==> src/rtl/wb_sched.sv <==
// Writeback scheduler: arbitrates ALU/LSU writebacks onto one register-file port
// and keeps a pending-write scoreboard that stalls decode on RAW/WAW hazards.
module wb_sched #(
  parameter int XLEN = 32,
  parameter int NREG = 32
) (
  input  logic            clk,
  input  logic            rst_n,
  input  logic [4:0]      id_rs1_addr_i,
  input  logic [4:0]      id_rs2_addr_i,
  input  logic            id_rs1_valid_i,
  input  logic            id_rs2_valid_i,
  input  logic [4:0]      id_rd_addr_i,
  input  logic            id_rd_alloc_i,
  output logic            id_stall_o,
  input  logic            ex_wb_valid_i,
  input  logic [4:0]      ex_wb_addr_i,
  input  logic [XLEN-1:0] ex_wb_data_i,
  output logic            ex_wb_ready_o,
  input  logic            lsu_wb_valid_i,
  input  logic [4:0]      lsu_wb_addr_i,
  input  logic [XLEN-1:0] lsu_wb_data_i,
  output logic            lsu_wb_ready_o,
  output logic            rf_wr_valid_o,
  output logic [4:0]      rf_wr_addr_o,
  output logic [XLEN-1:0] rf_wr_data_o,
  output logic [NREG-1:0] busy_o,
  output logic            err_o
);

  typedef enum logic {
    LAST_EX  = 1'b0,
    LAST_LSU = 1'b1
  } last_t;

  last_t           last_q, last_d;
  logic            ex_gnt, lsu_gnt, wb_fire;
  logic [4:0]      wb_addr;
  logic [XLEN-1:0] wb_data;
  logic [NREG-1:0] busy_q, busy_d, set_vec, clr_vec;
  logic            err_q, err_set;

  // Round-robin between the two writeback sources; nothing is granted in reset.
  always_comb begin
    ex_gnt  = !rst_n && ex_wb_valid_i  && (!lsu_wb_valid_i || last_q == LAST_LSU);
    lsu_gnt = !rst_n && lsu_wb_valid_i && (!ex_wb_valid_i  || last_q == LAST_EX);
    wb_fire = ex_gnt || lsu_gnt;
    wb_addr = lsu_gnt ? lsu_wb_addr_i : ex_wb_addr_i;
    wb_data = lsu_gnt ? lsu_wb_data_i : ex_wb_data_i;
  end

  always_comb begin
    last_d = last_q;
    if (ex_gnt)
      last_d = LAST_EX;
    else if (lsu_gnt)
      last_d = LAST_LSU;
  end

  assign ex_wb_ready_o  = ex_gnt;
  assign lsu_wb_ready_o = lsu_gnt;

  // Hazards are judged against the registered scoreboard only, with no bypass.
  assign id_stall_o = (id_rs1_valid_i && busy_q[id_rs1_addr_i]) ||
                      (id_rs2_valid_i && busy_q[id_rs2_addr_i]) ||
                      (id_rd_alloc_i  && busy_q[id_rd_addr_i]);

  always_comb begin
    set_vec = '0;
    clr_vec = '0;
    if (id_rd_alloc_i && !id_stall_o && id_rd_addr_i != 5'd0)
      set_vec[id_rd_addr_i] = 1'b1;
    if (rf_wr_valid_o)
      clr_vec[rf_wr_addr_o] = 1'b1;
    busy_d    = (busy_q & ~clr_vec) | set_vec;
    busy_d[0] = 1'b0;
  end

  // A nonzero writeback with no pending allocation (now or at this edge) is an error.
  assign err_set = wb_fire && wb_addr != 5'd0 && !busy_q[wb_addr] && !set_vec[wb_addr];

  always_ff @(posedge clk) begin
    if (rst_n) begin
      rf_wr_valid_o <= 1'b0;
      rf_wr_addr_o  <= '0;
      rf_wr_data_o  <= '0;
      busy_q        <= '0;
      err_q         <= 1'b0;
      last_q        <= LAST_EX;
    end else begin
      rf_wr_valid_o <= wb_fire && wb_addr != 5'd0;
      if (wb_fire) begin
        rf_wr_addr_o <= wb_addr;
        rf_wr_data_o <= wb_data;
      end
      busy_q <= busy_d;
      err_q  <= err_q || err_set;
      last_q <= last_d;
    end
  end

  assign busy_o = busy_q;
  assign err_o  = err_q;

endmodule

==> config.mk <==
export PLATFORM = sky130hd
export DESIGN_NAME = wb_sched
export DESIGN_NICKNAME = d
export VERILOG_FILES = /design/src/rtl/wb_sched.sv
export SDC_FILE = /design/constraint.sdc
export NUM_CORES = 1
export LEC_CHECK = 0
export BUFFER_PORTS_ARGS = -buffer_cell sky130_fd_sc_hd__buf_2
export CORE_UTILIZATION = 39
export CTS_CLUSTER_SIZE = 10
export DETAILED_ROUTE_END_ITERATION = 8
export PLACE_DENSITY_LB_ADDON = 0.12
export SLEW_MARGIN = 20
export SYNTH_ARGS = -nofsm -noshare
export SYNTH_HDL_FRONTEND = slang
export SYNTH_SLANG_ARGS = --single-unit
export TNS_END_PERCENT = 20
==> constraint.sdc <==
create_clock -name clk -period 3.1 [get_ports clk]
set_input_delay 0.465 -clock clk [delete_from_list [all_inputs] [get_ports clk]]
set_output_delay 0.465 -clock clk [all_outputs]
set_load 0.02 [all_outputs]
## After elaboration in Yosys (flattened, before gate mapping)

Index checks and enable logic that the tools add are counted.
Widths: inputs -> output; s select.

| word-level totals | value |
|---|---|
| register bits | 72 |

| operators by class | value |
|---|---|
| $lt $le $gt $ge | 7 |
| bitwise gates (word level) | 4 |
| reductions and logical operators | 29 |
| mux-type cells | 18 |

Operators with widths:

| kind | count |
|---|---|
| $mux 32 | 3 |
| $and 32x32->32 | 1 |
| $not 32->32 | 1 |
| $or 32x32->32 | 1 |
| $lt 5x6->1 const B | 5 |
| $bmux 1 s5 | 5 |
| $logic_and 1x1->1 | 14 |
| $demux 1 s5 | 2 |
| $ge 5x1->1 const B | 2 |
| $reduce_bool 5->1 | 2 |
| $mux 1 | 7 |
| $logic_not 1->1 | 6 |
| $logic_or 1x1->1 | 6 |
| $mux 5 | 1 |
| $reduce_or 2->1 | 1 |
| $not 1->1 | 1 |

## Longest topological paths before layout

| depth | value |
|---|---|
| depth after elaboration | 14 |
| gate-level depth with buffers | 12 |

## Worst setup path after synthesis

No wires, ideal clock.

| timing path | value |
|---|---|
| path kind | in2reg |
| start | input id_rs1_addr_i[1] |
| end | register busy_q[11], in the netlist busy_o[11] |
| buffers on the path | 3 |
| library setup time | 77 ps |
| setup slack | -235 ps |
| arrival time | 3,258 ps |
| required time | 3,023 ps |
| cell stages on the path | 11 |
| path through | clkbuf_1 mux4_2 mux2_2 o221ai_1 o2bb2ai_1 or3_4 or2_1 clkbuf_2 or3b_1 buf_6 o22ai_2 |

| on the way | value |
|---|---|
| cells in the longest elaborated chain, start to end | 10 |

Ends and longest elaborated chain:

| element | line | source |
|---|---|---|
| from (decl) | 9 | `input logic [4:0] id_rs1_addr_i,` |
| $bmux 1 s5 | 64 | `assign id_stall_o = (id_rs1_valid_i && busy_q[id_rs1_addr_i]) \|\|` |
| $mux 1 (not written as such) | 64 |  |
| $logic_and 1x1->1 | 64 |  |
| $logic_or 1x1->1 | 64 |  |
| $logic_or 1x1->1 | 65 | `(id_rs2_valid_i && busy_q[id_rs2_addr_i]) \|\|` |
| $logic_not 1->1 | 71 | `if (id_rd_alloc_i && !id_stall_o && id_rd_addr_i != 5'd0)` |
| $logic_and 1x1->1 (2 in series) | 71 |  |
| $mux 32 | 71 |  |
| $or 32x32->32 | 75 | `busy_d = (busy_q & ~clr_vec) \| set_vec;` |
| to (signal assigned) | 96 | `busy_q <= busy_d;` |
| to (decl) | 40 | `logic [NREG-1:0] busy_q, busy_d, set_vec, clr_vec;` |

No other way between the ends. The select of a mux whose other input is x is not followed.
A chain may end at the register's enable or synchronous reset.

## Worst setup path in the final report

| timing path | value |
|---|---|
| start | input id_rs2_addr_i[1] |
| end | register busy_q[3], in the netlist busy_o[3] |

| on the way | value |
|---|---|
| cells in the longest elaborated chain, start to end | 10 |

Ends and longest elaborated chain:

| element | line | source |
|---|---|---|
| from (decl) | 10 | `input logic [4:0] id_rs2_addr_i,` |
| $bmux 1 s5 | 65 |  |
| $mux 1 (not written as such) | 65 |  |
| $logic_and 1x1->1 | 65 |  |
| $logic_or 1x1->1 | 64 |  |
| $logic_or 1x1->1 | 65 |  |
| $logic_not 1->1 | 71 |  |
| $logic_and 1x1->1 (2 in series) | 71 |  |
| $mux 32 | 71 |  |
| $or 32x32->32 | 75 |  |

No other way between the ends. The select of a mux whose other input is x is not followed.

==> summary.txt <==
Routing
  – DRT antenna net count: 0
  – Post-route DRC violation count: 0
  – Via count: 4771
  – WL/cell: 18.8 um
  – Routed WL: 15300 um
  – DR iter-0 viols: 338
  – TritonRoute pass-1 iters: 5
  – Vias per cell: 5.84

Yosys
  – Syn_nets: 582
  – Distinct cell type count after synthesis: 55
  – Main combinational cell family by area after synthesis: compound AO/OA/AOI/OAI gates
  – FFs w/ async S/R, synth: 0
  – Post-synth EDFFs: 0
  – Yosys warnings: 0
  – Post-synthesis mux area share: 0.197
  – Most used DFF post-synth: dfxtp_1
  – Synth Area in Adders: 0
  – Cells after Synth: 486
  – Netlist Area Pre-Place: 4340 um^2
  – Simple-gate share of the synthesized area: 0.162
  – Post-Synth XOR/XNOR Area: 0.00807
  – Synth Area in Compound Gates: 0.257
  – Sequential fraction of the synthesis area: 0.327
  – Synthesized area per cell: 8.93 um^2
  – #FFs+latches synth: 71

Floorplan
  – Rows: 38
  – DIE AREA: 11600 um^2
  – Core Box Area: 10800 um^2
  – Initial Util: 0.401
  – Die Ht: 108 um
  – Die Wd: 108 um
  – I/O Pins: 170

Timing
  – Setup ws final: 0.108 ns
  – Slew margin rel.: 0.551
  – Final worst-path cycle share: 0.965
  – Max-slew violations: 0
  – Final Setup Violations: 0
  – Final hold violation count: 0
  – Hold_ws: 0.387 ns
  – Final Critical Period: 2.99 ns
  – Worst Skew: 0.00904 ns
  – F_max: 334 MHz
  – RSZ-0062 raised after global routing: no
  – Worst-margin pin slew: 0.673 ns

Flow run
  – Total of max-cap violations: 0

Worst setup path
  – Critical path launch point type: primary input
  – Crit-path max cell delay: 0.51 ns
  – Critical path type: in2reg
  – Crit-path cells: clkbuf_4 -> mux4_2 -> mux4_2 -> o21a_1 -> o2bb2ai_1 -> or3_4 -> or2_1 -> or3b_1 -> buf_4 -> o22ai_2
  – Slowest cell on crit path: mux4_2
  – Most used cell along the critical path: mux4_2
  – Worst path arrival time: 3.27 ns
  – CP endpoint kind: register
  – Worst-path maximum fanout: 5
  – CP Data Required Time: 3.38 ns

Finish
  – Filler cells: 1054
  – Fin util: 0.531
  – Area Overhead vs Synth: 32.6%
  – Diode count: 0
  – Share of cells above drive strength 1: 0.415
  – Nets: 768

Clock tree
  – CTS max path bufs: 2
  – H-tree levels: 3
  – Cts bufs inserted: 9
  – Clock slew seen by the registers of the worst setup and hold paths: 0.08 ns
  – Clk_lat worst skew: 0.35 ns
  – Postcts setup bufs: 0
  – CTS tree: built
  – Clock root buffer: clkbuf_8
  – CTS Hold Bufs: 0
  – Num Clock Sinks: 71

Placed design
  – Post-detail-place hpwl: 11600 um
  – Port buffer count: 168
  – Pre-CTS setup slack: -0.311 ns
  – Gpl congestion: 0.885

Hold path
  – Min-Delay Path Class: in2reg

GRT
  – Total grt overflow: 0
  – GRT Overall Usage: 0.269
  – Number of global-route vias before repair: 4345
  – Global-route wire length before repair: 23700 um
  – Pin count of the biggest net entering global routing: 43
  – Initial antenna violation count: 0

Outcome
  – Outcome: complete, no violations

Power and ir drop
  – Power density over cell area: 387 nW/um^2
  – VDD IR max: 0.000216 V
  – Leak: 2.45 nW
timing repair:
action	in CTS	in global routing
endpoints found under the setup margin	0	14
gates resized for setup	0	2
endpoints found under the hold margin	0	0
layout by cell type (no fill, tap or decap), types with 2 or more instances in the layout:
cell / count
nand2_1: 59
o31a_1: 2
xor2_1: 2
a21oi_1: 50
or3_1: 9
nand2b_1: 13
or3b_2: 4
nor2_1: 19
mux2_2: 6
dfxtp_1: 71
o221ai_1: 2
o21a_1: 2
xnor2_1: 2
and3b_1: 3
mux4_2: 23
or3b_1: 2
a2bb2oi_1: 2
o22ai_2: 8
a211oi_1: 5
a221oi_1: 4
clkbuf_8: 10
mux2i_1: 26
clkinv_2: 3
inv_1: 4
nand3_1: 3
a22oi_1: 40
buf_2: 167
buf_4: 52
o21ai_0: 31
o41ai_1: 3
nand3b_1: 7
o2bb2ai_1: 2
or2_2: 2
o22ai_1: 9
clkbuf_1: 2
a31oi_1: 2
a41oi_1: 2
nor2b_1: 5
power breakdown:
| part | switching (W) | internal [W] |
|---|---|---|
| registers | 0.0000389 | 0.000954 |
| clock network | 0.000351 | 0.000391 |
| logic | 0.000286 | 0.000206 |
worst paths after layout:
kind	startpoint	end	slack (ns)	cells past startpoint
max reg2reg	busy_o[12]$_SDFF_PP0_	busy_o[3]$_SDFF_PP0_	0.11	9
max	id_rs2_addr_i[1]	busy_o[3]$_SDFF_PP0_	0.11	10
min reg2reg	rf_wr_data_o[11]$_SDFFE_PP0P_	rf_wr_data_o[11]$_SDFFE_PP0P_	0.46	2
min	ex_wb_data_i[21]	rf_wr_data_o[21]$_SDFFE_PP0P_	0.39	3
critical path, delay by kind of cell:
| kind | cells | cell delay, ns |
|---|---|---|
| muxes | 2 | 0.99 |
| buffers and inverters | 2 | 0.35 |
| AOI/OAI and AO/OA | 3 | 0.44 |
| and+or+nand+nor | 3 | 1.03 |
through the flow:
step	cells	instance area (um^2)	TNS (ns)	total power (W)
2_1_floorplan	486	4340	-1.43	0.00130
3_3_place_gp	801	5560	-4.59	0.00150
3_5_place_dp	801	5560	-5.45	0.00150
4_1_cts	817	5750	0	0.00223
5_1_grt	817	5760	0	0.00233
6_report	817	5760	0	0.00223
area by class of cell:
class / count / area (um^2) / share of cell area
Clock buffer: 12 / 145 / 0.0252
Clock inverter: 4 / 45.0 / 0.00783
Inverter: 4 / 15.0 / 0.00261
Multi-Input combinational cell: 366 / 2720 / 0.473
Sequential cell: 71 / 1420 / 0.247
Tap cell: 140 / 175 / 0.0304
Timing Repair Buffer: 220 / 1230 / 0.214
synth_stat cells, types with 6 or more instances:
master / n / area share
mux2i_1: 26 / 0.060
or3_1: 9 / 0.013
nand2b_1: 13 / 0.019
nand3b_1: 7 / 0.012
clkbuf_1: 34 / 0.029
mux2_2: 6 / 0.016
o22ai_2: 8 / 0.023
a21oi_1: 51 / 0.059
nand2_1: 59 / 0.051
dfxtp_1: 71 / 0.33
nor2_1: 20 / 0.017
o21ai_0: 31 / 0.036
o22ai_1: 9 / 0.013
a22oi_1: 40 / 0.069
mux4_2: 20 / 0.10
flip-flops by register name, indices dropped and copies added, names as in the netlist:
| name | flops |
|---|---|
| rf_wr_data_o | 32 |
| err_o | 1 |
| rf_wr_addr_o | 5 |
| rf_wr_valid_o | 1 |
| busy_o | 31 |
| last_q | 1 |
cells by family after synthesis:
family	count (synthesis)
simple gates	137
flops	71
mux	55
xor+xnor	4
other cells	1
compound gates	169
buf+inv	49
metal layers:
layer	global-route usage	vias up	wire length (um)
met3	0.0575	33	1500
met5	0	-	0
met1	0.358	2273	6560
li1	-	2206	-
met2	0.420	259	6900
met4	0.112	0	386
(Power assumes the default switching activity.)
